--- src/rtl/log_reader.sv ---
// Drain side of the event log: follows the logger's write stream, reads each record back
// through the RAM's synchronous port, drops malformed ones and hands the rest to a valid/ready consumer.
module log_reader #(
  parameter int ADDR_W = 16
) (
  input  logic              clk,
  input  logic              reset,
  input  logic              log_we,
  input  logic              log_clr,
  input  logic              rd_enable,
  output logic              ram_rd_en,
  output logic [ADDR_W-1:0] ram_rd_addr,
  input  logic [36:0]       ram_rd_data,
  output logic              evt_valid,
  input  logic              evt_ready,
  output logic [2:0]        evt_opcode,
  output logic [15:0]       evt_pc,
  output logic [15:0]       evt_addr,
  output logic              evt_en,
  output logic              evt_wr,
  output logic [ADDR_W-1:0] evt_seq,
  output logic              empty,
  output logic              overflow,
  output logic [15:0]       lost_cnt,
  output logic [15:0]       bad_cnt
);

  localparam logic [ADDR_W:0] FULL = {1'b1, {ADDR_W{1'b0}}};

  typedef enum logic [1:0] {IDLE, READ, WAIT, PRESENT} state_t;

  state_t            state, state_nxt;
  logic [ADDR_W-1:0] rd_ptr;
  logic [ADDR_W:0]   count;
  logic              issue, overrun, bad_op, accept, have_rec;

  function automatic logic [15:0] sat_inc(input logic [15:0] v);
    return (v == 16'hFFFF) ? v : v + 16'd1;
  endfunction

  // A record written this very cycle is readable from the next cycle on, so it
  // already justifies an issue; this is what gives the t+1 read strobe.
  always_comb begin
    accept    = evt_valid && evt_ready;
    bad_op    = (ram_rd_data[36:34] == 3'b000) || (ram_rd_data[36:34] == 3'b110);
    have_rec  = rd_enable && ((count != '0) || log_we);
    issue     = 1'b0;
    state_nxt = state;
    case (state)
      IDLE: begin
        if (have_rec) begin
          issue     = 1'b1;
          state_nxt = READ;
        end
      end
      READ:    state_nxt = WAIT;
      WAIT:    state_nxt = bad_op ? IDLE : PRESENT;
      PRESENT: begin
        if (accept) begin
          state_nxt = IDLE;
          if (have_rec) begin
            issue     = 1'b1;
            state_nxt = READ;
          end
        end
      end
      default: state_nxt = IDLE;
    endcase
    if (log_clr) begin
      issue     = 1'b0;
      state_nxt = IDLE;
    end
    overrun = log_we && !log_clr && (count == FULL) && !issue;
  end

  always_ff @(posedge clk or posedge reset) begin
    if (reset) state <= IDLE;
    else       state <= state_nxt;
  end

  assign empty = (count == '0);

  always_ff @(posedge clk or posedge reset) begin
    if (reset) begin
      rd_ptr      <= '0;
      count       <= '0;
      ram_rd_en   <= 1'b0;
      ram_rd_addr <= '0;
      evt_valid   <= 1'b0;
      evt_opcode  <= '0;
      evt_pc      <= '0;
      evt_addr    <= '0;
      evt_en      <= 1'b0;
      evt_wr      <= 1'b0;
      evt_seq     <= '0;
      overflow    <= 1'b0;
      lost_cnt    <= '0;
      bad_cnt     <= '0;
    end else if (log_clr) begin
      rd_ptr      <= '0;
      count       <= '0;
      ram_rd_en   <= 1'b0;
      ram_rd_addr <= '0;
      evt_valid   <= 1'b0;
      overflow    <= 1'b0;
      lost_cnt    <= '0;
      bad_cnt     <= '0;
    end else begin
      ram_rd_en <= issue;
      if (issue) ram_rd_addr <= rd_ptr;
      // Overrun drops the oldest record by stepping the read pointer past it.
      if (issue || overrun) rd_ptr <= rd_ptr + 1'b1;
      if (issue && !log_we)                  count <= count - 1'b1;
      else if (log_we && !issue && !overrun) count <= count + 1'b1;
      if (overrun) begin
        lost_cnt <= sat_inc(lost_cnt);
        overflow <= 1'b1;
      end
      // WAIT boundary: RAM data is valid now, decode or drop it
      if (state == WAIT) begin
        if (bad_op) begin
          bad_cnt <= sat_inc(bad_cnt);
        end else begin
          evt_opcode <= ram_rd_data[36:34];
          evt_pc     <= ram_rd_data[33:18];
          evt_addr   <= ram_rd_data[17:2];
          evt_en     <= ram_rd_data[1];
          evt_wr     <= ram_rd_data[0];
          evt_seq    <= ram_rd_addr;
          evt_valid  <= 1'b1;
        end
      end else if (accept) begin
        evt_valid <= 1'b0;
      end
    end
  end

endmodule

--- config.mk ---
export PLATFORM = sky130hd
export DESIGN_NAME = log_reader
export DESIGN_NICKNAME = d
export VERILOG_FILES = /design/src/rtl/log_reader.sv
export SDC_FILE = /design/constraint.sdc
export NUM_CORES = 1
export LEC_CHECK = 0
export ABC_AREA = 1
export CAP_MARGIN = 20
export CELL_PAD_IN_SITES_DETAIL_PLACEMENT = 0
export CELL_PAD_IN_SITES_GLOBAL_PLACEMENT = 1
export CORE_MARGIN = 2
export CORE_UTILIZATION = 39
export CTS_CLUSTER_DIAMETER = 80
export DETAILED_ROUTE_END_ITERATION = 10
export DONT_BUFFER_PORTS = 1
export PLACE_DENSITY_LB_ADDON = 0.1
export SLEW_MARGIN = 30
export SYNTH_ARGS = -nofsm -noshare
export SYNTH_HDL_FRONTEND = slang
export SYNTH_SLANG_ARGS = --single-unit
--- constraint.sdc ---
create_clock -name clk -period 8.7 [get_ports clk]
set_clock_uncertainty 0.1 [all_clocks]
set_input_delay 1.305 -clock clk [delete_from_list [all_inputs] [get_ports clk]]
set_output_delay 1.305 -clock clk [all_outputs]
set_load 0.03 [all_outputs]
==> flow_summary.yaml <==
routing:
  initialDrtViolationCount: 277
  drt-pass1-iter-count: 8
  wl_um: 17700
  route.detailed.drc: 0
  ant_nets: 0
  via_per_inst: 5.11
  vias: 5873
  wl_per_cell_um: 15.4
logic_synthesis:
  synth.avg_cell_area_um2: 8.05
  ys_seq_elements: 139
  synth_fa_ha_area_share_pct: 3.88
  ys_types: 42
  synth_top_family_by_area: "simple AND/OR/NAND/NOR gates"
  synth-compound-area-share_pct: 9.52
  synth_nets: 971
  syn-cell-area_um2: 7290
  synthSimpleGateAreaFrac_pct: 29.0
  synth_edf_count: 0
  yosysSeqAreaShare_pct: 47.7
  synthFlopType: "dfrtp_1"
  muxShareOfSynthArea_pct: 0
  yosysWarnings: 0
  synthCells: 906
  synthXorXnorAreaFrac_pct: 3.72
  async_reset_ff_share_pct: 100
final_layout:
  stdcell_area_um2: 8080
  final_cell_mix: "325 x nand2_1, 139 x dfrtp_1, 78 x inv_1"
  antenna_cells: 0
  drive_gt1_share_pct: 7.21
  nets: 967
  fin_util_pct: 43.6
  area_growth_pct: 10.9
  layout_commonest_cell: "nand2_1"
sta:
  slew-limit-headroom_pct: 48.7
  grt_setup_unrepaired: "no"
  finalSetupViolCount: 0
  fmax_mhz: 257
  drv_slew: 0
  hold_viol: 0
  finalCritPeriodShare_pct: 44.7
  worst-slew-pin-transition_ps: 769
  min_period_ps: 3890
  fin_hold_ws_ps: 411
  final.setup.tns_ps: 0
placement:
  hpwlAfterDp_um: 12400
  routabilityCongestion: 0.830
  placed_area_um2: 7490
  portBuffers: 0
pwr:
  switching_share_pct: 38.7
  pwr-share-seq_pct: 49.4
  p_comb_share_pct: 16.0
  p_per_area_nw_per_um2: 261
  clkPwrFrac_pct: 34.6
  intPower_mw: 1.29
  power_mw: 2.11
  power_leakage_nw: 3.98
  switching_power_mw: 0.816
  ir_drop_uv: 150
floorplan:
  core_um2: 18500
  die_h_um: 141
  rows: 50
  start_util_pct: 39.4
  die_x_um: 141
  io_pins: 148
  dieArea_um2: 19800
setup_path:
  endpoint_kind: "register"
  critPathLaunchType: "primary input"
  critical_path_peak_fanout: 15
  crit_type: "primary input to register"
  worstPathArrival_ps: 4090
  worst_ep_required_time_ps: 8900
clock_network:
  cts_setup_buffers: 0
  cts_resized: 0
  cts_hold_buf: 0
  cts_buffer_depth: 2
  numCtsBuffers: 17
  cts_num_sinks: 139
  clkLatencyLatePin_ps: 410
  clk_pin_slew_ps: 60
  cts_tree: "done"
  root_buffer: "clkbuf_16"
  h-tree-depth: 4
global_routing:
  grt_overflow: 0
  grt_pass1_wl_um: 29600
  antenna_found_initial: 0
  track_usage_pct: 18.4
  grt_max_degree: 73
  grt_pass1_vias: 5946
worst_hold_path:
  hold_class: "register to register"
flow_run:
  drv_cap: 0
status:
  outcome: "complete, no violations"
logic make-up after synthesis:
kind of cell | after synthesis
simple gates | 491
buf+inv | 111
flops | 139
xor+xnor | 31
compound gates | 112
fa+ha+maj | 22
cell usage after synthesis (2+ instances only):
| cell type | n | area, um^2 |
|---|---|---|
| nand2_1 | 325 | 1220 |
| dfrtp_1 | 139 | 3480 |
| inv_1 | 79 | 297 |
| nand3_1 | 60 | 300 |
| nor2_1 | 42 | 158 |
| o21ai_0 | 38 | 190 |
| xor2_1 | 28 | 245 |
| a21oi_1 | 27 | 135 |
| nor3_1 | 22 | 110 |
| ha_1 | 21 | 263 |
| o31ai_1 | 21 | 158 |
| clkbuf_1 | 13 | 48.8 |
| nand4_1 | 11 | 68.8 |
| nor4_1 | 8 | 50.1 |
| buf_2 | 6 | 30.0 |
| inv_2 | 6 | 22.5 |
| nand2_2 | 6 | 37.5 |
| o21ai_1 | 6 | 30.0 |
| a31oi_1 | 5 | 31.3 |
| a22o_1 | 4 | 35.0 |
| nor2_2 | 4 | 25.0 |
| o21bai_1 | 4 | 30.0 |
| buf_4 | 3 | 22.5 |
| xnor2_1 | 3 | 26.3 |
| a21oi_4 | 2 | 32.5 |
| buf_1 | 2 | 7.51 |
| buf_6 | 2 | 22.5 |
| nand2_4 | 2 | 22.5 |
| nand3_2 | 2 | 20.0 |
| nor2_4 | 2 | 22.5 |
| nor3b_1 | 2 | 15.0 |
state kept, by name, indices dropped and copies added, names as in the netlist:
| register | cells |
|---|---|
| evt_valid | 1 |
| ram_rd_en | 1 |
| bad_cnt | 16 |
| evt_en | 1 |
| evt_seq | 16 |
| rd_ptr | 16 |
| evt_pc | 16 |
| evt_wr | 1 |
| evt_opcode | 3 |
| ram_rd_addr | 16 |
| state | 2 |
| count | 17 |
| evt_addr | 16 |
| overflow | 1 |
| lost_cnt | 16 |
worst max-delay path, stage by stage:
cell and delay, ps:
nand2_1 40, inv_2 70, nand2_2 60, a21oi_4 150
nand3_4 150, nor2_8 200, nand2_4 90, inv_1 410
ha_1 380, a21oi_1 250, nand2_1 140, nand2_1 90
nand3_1 140, nand3_1 110, nand2_1 70, or2_2 270
nand3_1 90, nand2_1 60
routing by layer:
layer | part of all wire (%) | global-route usage (%) | vias up
met3 | 5.6 | 5.20 | 19
met1 | 45 | 23.1 | 2791
met5 | 0 | 0 | -
met2 | 48 | 30.7 | 123
li1 | - | - | 2940
met4 | 1.7 | 6.32 | 0
layout make-up:
class	count	area, um^2
clock buffers	18	429
well taps	234	293
clock inverters	14	163
repair buffers	3	26.3
inverters	85	324
multi-input cells	656	3370
fillers	1889	10400
flip-flops and latches	139	3480
stage by stage:
stage / setup WS, ps / instances
after floorplan: 3570 / 906
after global placement: 4480 / 1117
after detailed placement: 4340 / 1117
after CTS: 4780 / 1149
after global routing: 4460 / 1149
final: 4810 / 1149
final timing paths:
path / from / to / slack [ps] / cells past startpoint
hold / removal: count[12] / count[12] / 410 / 2
max in group asynchronous: reset / bad_cnt[3] / 6650 / 2
setup reg to reg: evt_valid / count[15] / 5070 / 18
min in group asynchronous: reset / evt_pc[11] / 740 / 1
hold reg to reg: count[12] / count[12] / 410 / 2
setup / recovery: evt_ready / count[15] / 4810 / 18
power groups by stage:
stage          sequential [mW]  clock (mW)  combinational [mW]
2_1_floorplan             1.03           0               0.283
3_3_place_gp              1.05           0               0.329
3_5_place_dp              1.05           0               0.343
4_1_cts                   1.04       0.751               0.344
5_1_grt                   1.05       0.779               0.396
6_report                  1.04       0.730               0.336
Note: power is estimated with default switching activity, not from simulation.
